File: src/rtl/vga_fb_if.sv
// Bundle between vga_controller/host/RAM and the framebuffer arbiter.
// slave is the arbiter side; master is the surrounding system.
interface vga_fb_if #(
   parameter int ADDR_W     = 19,
   parameter int DATA_W     = 24,
   parameter int FIFO_DEPTH = 16
);
   localparam int LVL_W = $clog2(FIFO_DEPTH) + 1;

   logic              disp_ena;
   logic [10:0]       row;
   logic [10:0]       column;
   logic              wr_valid;
   logic              wr_ready;
   logic [ADDR_W-1:0] wr_addr;
   logic [DATA_W-1:0] wr_data;
   logic [ADDR_W-1:0] mem_addr;
   logic              mem_we;
   logic [DATA_W-1:0] mem_wdata;
   logic [DATA_W-1:0] mem_rdata;
   logic [DATA_W-1:0] pix_data;
   logic              pix_valid;
   logic [LVL_W-1:0]  fifo_level;
   logic [15:0]       stall_cnt;

   modport slave (
      input  disp_ena, row, column,
      input  wr_valid, wr_addr, wr_data,
      input  mem_rdata,
      output wr_ready,
      output mem_addr, mem_we, mem_wdata,
      output pix_data, pix_valid,
      output fifo_level, stall_cnt
   );

   modport master (
      output disp_ena, row, column,
      output wr_valid, wr_addr, wr_data,
      output mem_rdata,
      input  wr_ready,
      input  mem_addr, mem_we, mem_wdata,
      input  pix_data, pix_valid,
      input  fifo_level, stall_cnt
   );
endinterface

File: src/rtl/vga_fb_arbiter.sv
// Single-port framebuffer arbiter: display owns the RAM in active video,
// buffered host writes drain during blanking.
module vga_fb_arbiter #(
   parameter int H_RES      = 640,
   parameter int ADDR_W     = 19,
   parameter int DATA_W     = 24,
   parameter int FIFO_DEPTH = 16
) (
   input logic    pixel_clk,
   input logic    rst,
   vga_fb_if.slave bus
);
   localparam int PTR_W = $clog2(FIFO_DEPTH);
   localparam int LVL_W = PTR_W + 1;
   localparam logic [LVL_W-1:0] FULL = LVL_W'(FIFO_DEPTH);

   logic [ADDR_W-1:0] fifo_addr_q [FIFO_DEPTH];
   logic [DATA_W-1:0] fifo_data_q [FIFO_DEPTH];

   logic [LVL_W-1:0]  wr_ptr_q, wr_ptr_d;
   logic [LVL_W-1:0]  rd_ptr_q, rd_ptr_d;
   logic [LVL_W-1:0]  level, level_d;
   logic              wr_ready_q, wr_ready_d;
   logic              pix_valid_q, pix_valid_d;
   logic [ADDR_W-1:0] last_addr_q, last_addr_d;
   logic [15:0]       stall_cnt_q, stall_cnt_d;

   logic              push, drain;
   logic [ADDR_W-1:0] disp_addr, head_addr;
   logic [DATA_W-1:0] head_data;
   logic [ADDR_W-1:0] mem_addr;
   logic              mem_we;
   logic [DATA_W-1:0] mem_wdata;

   // Pointers carry one extra bit so full and empty differ.
   assign level     = wr_ptr_q - rd_ptr_q;
   assign head_addr = fifo_addr_q[rd_ptr_q[PTR_W-1:0]];
   assign head_data = fifo_data_q[rd_ptr_q[PTR_W-1:0]];
   assign disp_addr = ADDR_W'(bus.row) * ADDR_W'(H_RES)
                    + ADDR_W'(bus.column);

   assign drain = !bus.disp_ena && (level != '0);
   assign push  = bus.wr_valid && wr_ready_q;

   always_comb begin
      wr_ptr_d    = wr_ptr_q + LVL_W'(push);
      rd_ptr_d    = rd_ptr_q + LVL_W'(drain);
      level_d     = wr_ptr_d - rd_ptr_d;
      wr_ready_d  = level_d < FULL;
      pix_valid_d = bus.disp_ena;
      last_addr_d = last_addr_q;
      stall_cnt_d = stall_cnt_q;
      if (bus.disp_ena) begin
         last_addr_d = disp_addr;
      end else if (drain) begin
         last_addr_d = head_addr;
      end
      if (bus.wr_valid && !wr_ready_q && stall_cnt_q != 16'hFFFF) begin
         stall_cnt_d = stall_cnt_q + 16'd1;
      end
   end

   // Bus outputs are gated by rst so an in-flight write dies immediately.
   always_comb begin
      mem_addr  = last_addr_q;
      mem_we    = 1'b0;
      mem_wdata = '0;
      if (rst) begin
         mem_addr = '0;
      end else if (bus.disp_ena) begin
         mem_addr = disp_addr;
      end else if (drain) begin
         mem_addr  = head_addr;
         mem_we    = 1'b1;
         mem_wdata = head_data;
      end
   end

   always_ff @(posedge pixel_clk or posedge rst) begin
      if (rst) begin
         wr_ptr_q    <= '0;
         rd_ptr_q    <= '0;
         wr_ready_q  <= 1'b0;
         pix_valid_q <= 1'b0;
         last_addr_q <= '0;
         stall_cnt_q <= '0;
      end else begin
         wr_ptr_q    <= wr_ptr_d;
         rd_ptr_q    <= rd_ptr_d;
         wr_ready_q  <= wr_ready_d;
         pix_valid_q <= pix_valid_d;
         last_addr_q <= last_addr_d;
         stall_cnt_q <= stall_cnt_d;
      end
   end

   always_ff @(posedge pixel_clk) begin
      if (push) begin
         fifo_addr_q[wr_ptr_q[PTR_W-1:0]] <= bus.wr_addr;
         fifo_data_q[wr_ptr_q[PTR_W-1:0]] <= bus.wr_data;
      end
   end

   assign bus.mem_addr   = mem_addr;
   assign bus.mem_we     = mem_we;
   assign bus.mem_wdata  = mem_wdata;
   assign bus.wr_ready   = wr_ready_q;
   assign bus.pix_valid  = pix_valid_q;
   assign bus.pix_data   = pix_valid_q ? bus.mem_rdata : '0;
   assign bus.fifo_level = level;
   assign bus.stall_cnt  = stall_cnt_q;
endmodule

File: src/flat_wrapper.sv
// flat-port wrapper written by rule: the top's interface ports become plain ports
module vga_fb_arbiter_flat 
#(
   parameter int H_RES      = 640,
   parameter int ADDR_W     = 19,
   parameter int DATA_W     = 24,
   parameter int FIFO_DEPTH = 16
)
  (pixel_clk, rst, bus_disp_ena, bus_row, bus_column, bus_wr_valid, bus_wr_addr, bus_wr_data, bus_mem_rdata, bus_wr_ready, bus_mem_addr, bus_mem_we, bus_mem_wdata, bus_pix_data, bus_pix_valid, bus_fifo_level, bus_stall_cnt);
  vga_fb_if #(.ADDR_W(ADDR_W), .DATA_W(DATA_W), .FIFO_DEPTH(FIFO_DEPTH)) bus_i ();
  input logic pixel_clk;
  input logic rst;
  input wire logic [$bits(bus_i.disp_ena)-1:0] bus_disp_ena;
  input wire logic [$bits(bus_i.row)-1:0] bus_row;
  input wire logic [$bits(bus_i.column)-1:0] bus_column;
  input wire logic [$bits(bus_i.wr_valid)-1:0] bus_wr_valid;
  input wire logic [$bits(bus_i.wr_addr)-1:0] bus_wr_addr;
  input wire logic [$bits(bus_i.wr_data)-1:0] bus_wr_data;
  input wire logic [$bits(bus_i.mem_rdata)-1:0] bus_mem_rdata;
  output wire logic [$bits(bus_i.wr_ready)-1:0] bus_wr_ready;
  output wire logic [$bits(bus_i.mem_addr)-1:0] bus_mem_addr;
  output wire logic [$bits(bus_i.mem_we)-1:0] bus_mem_we;
  output wire logic [$bits(bus_i.mem_wdata)-1:0] bus_mem_wdata;
  output wire logic [$bits(bus_i.pix_data)-1:0] bus_pix_data;
  output wire logic [$bits(bus_i.pix_valid)-1:0] bus_pix_valid;
  output wire logic [$bits(bus_i.fifo_level)-1:0] bus_fifo_level;
  output wire logic [$bits(bus_i.stall_cnt)-1:0] bus_stall_cnt;
  assign bus_i.disp_ena = bus_disp_ena;
  assign bus_i.row = bus_row;
  assign bus_i.column = bus_column;
  assign bus_i.wr_valid = bus_wr_valid;
  assign bus_i.wr_addr = bus_wr_addr;
  assign bus_i.wr_data = bus_wr_data;
  assign bus_i.mem_rdata = bus_mem_rdata;
  assign bus_wr_ready = bus_i.wr_ready;
  assign bus_mem_addr = bus_i.mem_addr;
  assign bus_mem_we = bus_i.mem_we;
  assign bus_mem_wdata = bus_i.mem_wdata;
  assign bus_pix_data = bus_i.pix_data;
  assign bus_pix_valid = bus_i.pix_valid;
  assign bus_fifo_level = bus_i.fifo_level;
  assign bus_stall_cnt = bus_i.stall_cnt;
  vga_fb_arbiter #(.H_RES(H_RES), .ADDR_W(ADDR_W), .DATA_W(DATA_W), .FIFO_DEPTH(FIFO_DEPTH)) u_core (.pixel_clk(pixel_clk), .rst(rst), .bus(bus_i));
endmodule
File: config.mk
export PLATFORM = sky130hd
export DESIGN_NAME = vga_fb_arbiter_flat
export DESIGN_NICKNAME = d
export VERILOG_FILES = /design/src/rtl/vga_fb_if.sv /design/src/rtl/vga_fb_arbiter.sv /design/src/flat_wrapper.sv
export SDC_FILE = /design/constraint.sdc
export NUM_CORES = 1
export LEC_CHECK = 0
export BUFFER_PORTS_ARGS = -buffer_cell sky130_fd_sc_hd__buf_2
export CORE_AREA = 2 2 246 248
export CTS_CLUSTER_SIZE = 10
export DETAILED_ROUTE_END_ITERATION = 12
export DIE_AREA = 0 0 248 250
export PLACE_DENSITY = 0.71
export SETUP_SLACK_MARGIN = 0.02
export SYNTH_ARGS = -nofsm -noshare
export SYNTH_HDL_FRONTEND = slang
export SYNTH_SLANG_ARGS = --single-unit
File: constraint.sdc
create_clock -name pixel_clk -period 10.6 [get_ports pixel_clk]
set_input_delay 0 -clock pixel_clk [delete_from_list [all_inputs] [get_ports pixel_clk]]
set_output_delay 0 -clock pixel_clk [all_outputs]
set_load 0.01 [all_outputs]
* Word-level counts from Yosys, hierarchy flattened
Memory sizes are Yosys's and may differ from the RTL's. Index checks and enable logic that the tools add are counted.
Word-level totals: bits of input ports 93, output and inout port bits 91, logic and storage cells 36, register bits after elaboration 47, memories kept 2, bits in writable memories 688
Memory list:
- u_core.fifo_data_q | words 16, width 24, rd ports 1, clocked after memory_dff 0, wr ports 1, RTL line vga_fb_arbiter.sv:18 | logic [DATA_W-1:0] fifo_data_q [FIFO_DEPTH];
- u_core.fifo_addr_q | words 16, width 19, rd ports 1, clocked after memory_dff 0, wr ports 1, RTL line vga_fb_arbiter.sv:17 | logic [ADDR_W-1:0] fifo_addr_q [FIFO_DEPTH];
Operators by class: order comparisons 1, reduce and logical (&&, ||, !) cells 7, add/sub/neg operators 6, equality and inequality tests 1, multiplexer cells 12, multiply operators 1
Operators by type and width (number):
- $mux W24 | 4
- $mux W19 | 3
- $add A19 B11 Y19 | 1
- $add A16 B1 Y16 const B | 1
- $ne A16 B16 Y1 const B | 1
- $mul A11 B3 Y12 const B | 1
- $add A5 B1 Y5 | 2
- $sub A5 B5 Y5 | 2
- $lt A5 B5 Y1 const B | 1
- $mux W1 | 5
- $reduce_bool A5 Y1 | 1
- $logic_and A1 B1 Y1 | 4
- $logic_not A1 Y1 | 2

* Longest topological paths before layout
depth in word-level cells 6, depth in mapped cells 19, gate-level depth less buffers 15

* Worst setup path before layout
Ideal clock, no wire load.
path kind reg-to-reg, start reg u_core.wr_ready_q, in the netlist u_core.bus.wr_ready, end mem u_core.fifo_addr_q[2][0] (enable), stages on the path, launching flop included 5, setup time 0.497 ns, required time 10.103 ns, period minus slack after synthesis 4.282 ns, path buffers 1, arrival time 3.786 ns, slack 6.318 ns, cells stage by stage dfrtp_1 -> and2_1 -> clkbuf_1 -> nand3_1 -> nor3_1
Between the ends: longest elaborated chain between the ends 3
RTL lines:
- from (decl) | RTL line vga_fb_arbiter.sv:23 | logic wr_ready_q, wr_ready_d;
- from (signal assigned) | RTL line vga_fb_arbiter.sv:90 | wr_ready_q <= wr_ready_d;
- $logic_and A1 B1 Y1 | RTL line vga_fb_arbiter.sv:43 | assign push = bus.wr_valid && wr_ready_q;
- $mux W1 | RTL line vga_fb_arbiter.sv:98 | if (push) begin
- $mux W1 (not written as such) | RTL line vga_fb_arbiter.sv:99 | fifo_addr_q[wr_ptr_q[PTR_W-1:0]] <= bus.wr_addr;
- to (decl) | RTL line vga_fb_arbiter.sv:17
Every way passes these cells.

* Worst setup path after layout
start reg u_core.rd_ptr_q[1], end out bus_mem_addr[13]
Between the ends: longest elaborated chain between the ends 6, elaborated cells on any way between the ends 7, classes of those cells 1 x add/sub; 3 x mux; 2 x reduce/logical; 1 x memory
RTL lines:
- from (decl) | RTL line vga_fb_arbiter.sv:21 | logic [LVL_W-1:0] rd_ptr_q, rd_ptr_d;
- from (signal assigned) | RTL line vga_fb_arbiter.sv:89 | rd_ptr_q <= rd_ptr_d;
- $sub A5 B5 Y5 | RTL line vga_fb_arbiter.sv:36 | assign level = wr_ptr_q - rd_ptr_q;
- $reduce_bool A5 Y1 | RTL line vga_fb_arbiter.sv:42 | assign drain = !bus.disp_ena && (level != '0);
- $logic_and A1 B1 Y1 | RTL line vga_fb_arbiter.sv:42
- $mux W19 * | RTL line vga_fb_arbiter.sv:72 | end else if (drain) begin
- $mux W19 * | RTL line vga_fb_arbiter.sv:70 | end else if (bus.disp_ena) begin
- $mux W19 * | RTL line vga_fb_arbiter.sv:68 | if (rst) begin
- to (decl) | RTL line flat_wrapper.sv:21 | output wire logic [$bits(bus_i.mem_addr)-1:0] bus_mem_addr;
Every way passes the cells marked *; elsewhere a longest branch is shown, timed or not.

==> results.py <==
metrics = {
    "power_and_ir_drop": {
        "power_density_nw_per_um2": 254,
        "leakagePower_nw": 11.7,
        "ir_drop_uv": 323,
    },
    "grt": {
        "overflow": 0,
        "grt_use_total": 0.214,
        "grt_pass1_wl_um": 96900,
        "first_global_vias": 15500,
        "grt_max_degree": 123,
        "antenna_found_initial": 1,
    },
    "clock_network": {
        "post_cts_resized": 0,
        "root_buffer": "clkbuf_16",
        "htreeDepth": 3,
        "post_cts_buffers": 0,
        "cts_hold_buf": 60,
        "cts_buffers": 85,
        "cts_tree": "built",
        "clock_latency_ps": 620,
        "cts_sinks": 735,
        "cts_buffer_depth": 3,
        "path_clk_slew_ps": 60,
    },
    "detailed_routing": {
        "viasPerCell": 6.00,
        "vias": 14900,
        "drc": 0,
        "ant_nets": 0,
        "routed_wl_um": 65400,
        "firstDrtPassIters": 5,
        "drtIter0Drc": 1378,
        "routedWlPerCell_um": 26.3,
    },
    "layout": {
        "final_util": 0.579,
        "syn_to_final_growth_pct": 16.8,
        "drive_gt1_frac": 0.326,
        "seq_area_um2": 21800,
        "multi_input_area_um2": 7410,
        "fill_cells": 4262,
        "fin_nets": 1804,
    },
    "floorplanning": {
        "die_area_um2": 62000,
        "die_w_um": 248,
        "initial_core_util": 0.495,
        "die_h_um": 250,
        "pin_count": 184,
        "core_um2": 59600,
        "rows": 90,
    },
    "setup_path": {
        "r2r_cells": 13,
        "crit_fanout": 68,
        "slowest_delay_ps": 980,
        "path_buf_inv": 3,
        "crit_type": "reg2out",
        "cp-start-kind": "flip-flop",
        "cp-end-kind": "primary output",
        "r2r_start": "u_core.rd_ptr_q[1]",
        "cpLargestDelayFamily": "buffers and inverters",
        "cp_slowest_cell": "dfrtp_4",
        "r2r_slack_ps": 5610,
        "r2r-end": "u_core.bus.wr_ready",
        "crit_required_ps": 10600,
        "crit_chain": "buf_4 > buf_4 > mux4_2 > mux4_2 > mux2_2 > o211a_1 > buf_2",
        "worstPathArrival_ps": 5050,
    },
    "logic_synthesis": {
        "syn_area_um2": 29500,
        "synth_top_cell_area_share": 0.700,
        "synth_area_leader_cell": "edfxtp_1",
        "ys_ff_latch": 735,
        "syn-instance-count": 1389,
        "dominantRegCellSynth": "edfxtp_1",
        "ys_types": 53,
        "avgSynthCellArea_um2": 21.2,
        "yosys_warnings": 0,
        "async_reset_ff_frac": 0.0639,
        "netlist_top_cells_area": "edfxtp_1 (70%), mux4_2 (16%), dfrtp_1 (4.0%)",
        "synth-edff-count": 688,
        "synth_nets": 1518,
        "seq_area_frac_synth": 0.740,
    },
    "timing": {
        "fin_setup_tns_ps": 0,
        "fin_crit_sh": 0.477,
        "report.final.slew_viol_count": 0,
        "rsz0062_at_grt": "no",
        "worst_pin_slew_ps": 1180,
        "max_freq_mhz": 198,
        "max_slew_margin": 0.208,
        "finalHoldViolations": 0,
        "setup_violations": 0,
        "hold_ws_ps": 70.6,
        "skew_ps": 17.8,
        "post-route-min-period_ps": 5050,
    },
    "placed_design": {
        "place.gp.congestion": 0.859,
        "dp_hpwl_um": 34400,
        "port-buffer-count": 183,
    },
    "min_path": {
        "hp-class": "in2async",
    },
    "outcome": {
        "outcome": "finished, final reports clean",
    },
    "job": {
        "drv_cap": 0,
    },
}
sequential cells by signal (all words and copies together), names as in the netlist:
| name | count |
|---|---|
| u_core.fifo_data_q | 384 |
| u_core.wr_ptr_q | 5 |
| u_core.fifo_addr_q | 304 |
| u_core.last_addr_q | 19 |
| u_core.bus.pix_valid | 1 |
| u_core.bus.wr_ready | 1 |
| u_core.bus.stall_cnt | 16 |
| u_core.rd_ptr_q | 5 |
worst reg2reg max path: cells and delay by family, from the launching register on:
| kind | cells | cell delay (ps) |
|---|---|---|
| simple gates | 1 | 890 |
| fa+ha+maj | 4 | 1630 |
| buf+inv | 2 | 140 |
| flops | 1 | 780 |
| compound gates | 4 | 1100 |
| xor+xnor | 2 | 380 |
power by group:
part / total [mW] / switching, mW / internal (mW)
Clock: 2.58 / 1.07 / 1.51
Combinational: 2.64 / 1.42 / 1.22
Sequential: 3.54 / 0.138 / 3.41
cell usage after synthesis (5+ instances only):
cell type  count
inv_1         22
nand2_1       14
ha_1          33
o21ai_0        8
buf_2         23
and2_1        40
mux4_2       215
nand2b_1       5
a31oi_1       16
nand4_1       19
a21o_1         8
xnor2_1       21
nor3_1        12
buf_1         10
dfrtp_1       47
nor2_1        37
xor2_1        17
clkbuf_1      35
a21oi_1       15
a211oi_1       7
o31ai_1       15
nand3_1       15
edfxtp_1     688
and3_1        24
layout make-up:
class	instances	area share
Clock buffer	108	0.0666
Multi-Input combinational cell	559	0.215
Antenna cell	1	0.0000726
Clock inverter	9	0.00352
Sequential cell	735	0.634
Timing Repair Buffer	271	0.0504
Tap cell	782	0.0284
Inverter	23	0.00258
cells by family (layout without fill, tap and decap cells):
family,Yosys count,after routing,share of synthesized area
flops,735,735,0.740
mux,218,218,0.165
simple gates,181,181,0.0339
buf+inv,95,411,0.0137
compound gates,86,86,0.0201
xor+xnor,38,38,0.0113
fa+ha+maj,36,36,0.0160
other cells,0,1,0
how the worst max path moves through the flow:
| stage | startpoint | slack (ps) | end | cells after the start |
|---|---|---|---|---|
| 5_1_grt | u_core.rd_ptr_q[2] | 5290 | u_core.bus.wr_ready | 14 |
| 2_1_floorplan | u_core.bus.wr_ready | 6320 | u_core.fifo_addr_q[2][0] | 4 |
| 4_1_cts | u_core.rd_ptr_q[1] | 5490 | bus_mem_addr[13] | 7 |
| 3_5_place_dp | u_core.rd_ptr_q[1] | 5630 | u_core.bus.wr_ready | 13 |
| 6_report | u_core.rd_ptr_q[1] | 5550 | bus_mem_addr[13] | 7 |
| 3_3_place_gp | u_core.rd_ptr_q[1] | 5760 | u_core.bus.wr_ready | 13 |
per-layer routing:
layer	vias to the layer above	part of all wire	track usage
met4	0	0.021	0.0570
met3	102	0.076	0.0436
met5	-	0	0
li1	6352	-	-
met1	7832	0.41	0.297
met2	648	0.49	0.350
stage by stage:
stage,cell area [um^2],setup WS (ps),cells,power (mW)
global route,34500,5290,2487,9.15
global placement,31500,5760,2310,6.20
CTS,34500,5490,2487,8.84
finish,34500,5550,2488,8.77
floorplan,29500,6320,1389,5.48
detailed placement,31500,5630,2310,6.23
placed cells by master (no fill, tap or decap), types with 3 or more instances in the layout:
cell | Yosys | routed
and3_1 | 24 | 24
buf_2 | 23 | 183
edfxtp_1 | 688 | 688
nand2_1 | 14 | 14
xor2_1 | 17 | 17
a41o_1 | 4 | 4
clkinv_8 | 0 | 4
mux4_2 | 215 | 215
nor3_2 | 2 | 6
clkbuf_1 | 35 | 18
nor3_1 | 12 | 8
a211oi_1 | 7 | 7
a21o_1 | 8 | 8
o31ai_1 | 15 | 15
o21ai_0 | 8 | 8
a31oi_1 | 16 | 15
nand2b_1 | 5 | 5
nand4_1 | 19 | 19
clkinv_2 | 0 | 4
a21oi_1 | 15 | 15
dfrtp_1 | 47 | 44
inv_1 | 22 | 21
buf_4 | 1 | 27
nand3_1 | 15 | 15
and2_1 | 40 | 40
ha_1 | 33 | 33
xnor2_1 | 21 | 20
fa_1 | 3 | 3
nor2_1 | 37 | 25
clkbuf_16 | 0 | 88
nor2_4 | 0 | 12
dlygate4sd3_1 | 0 | 60
No activity file was read; power rests on OpenSTA's default activity.
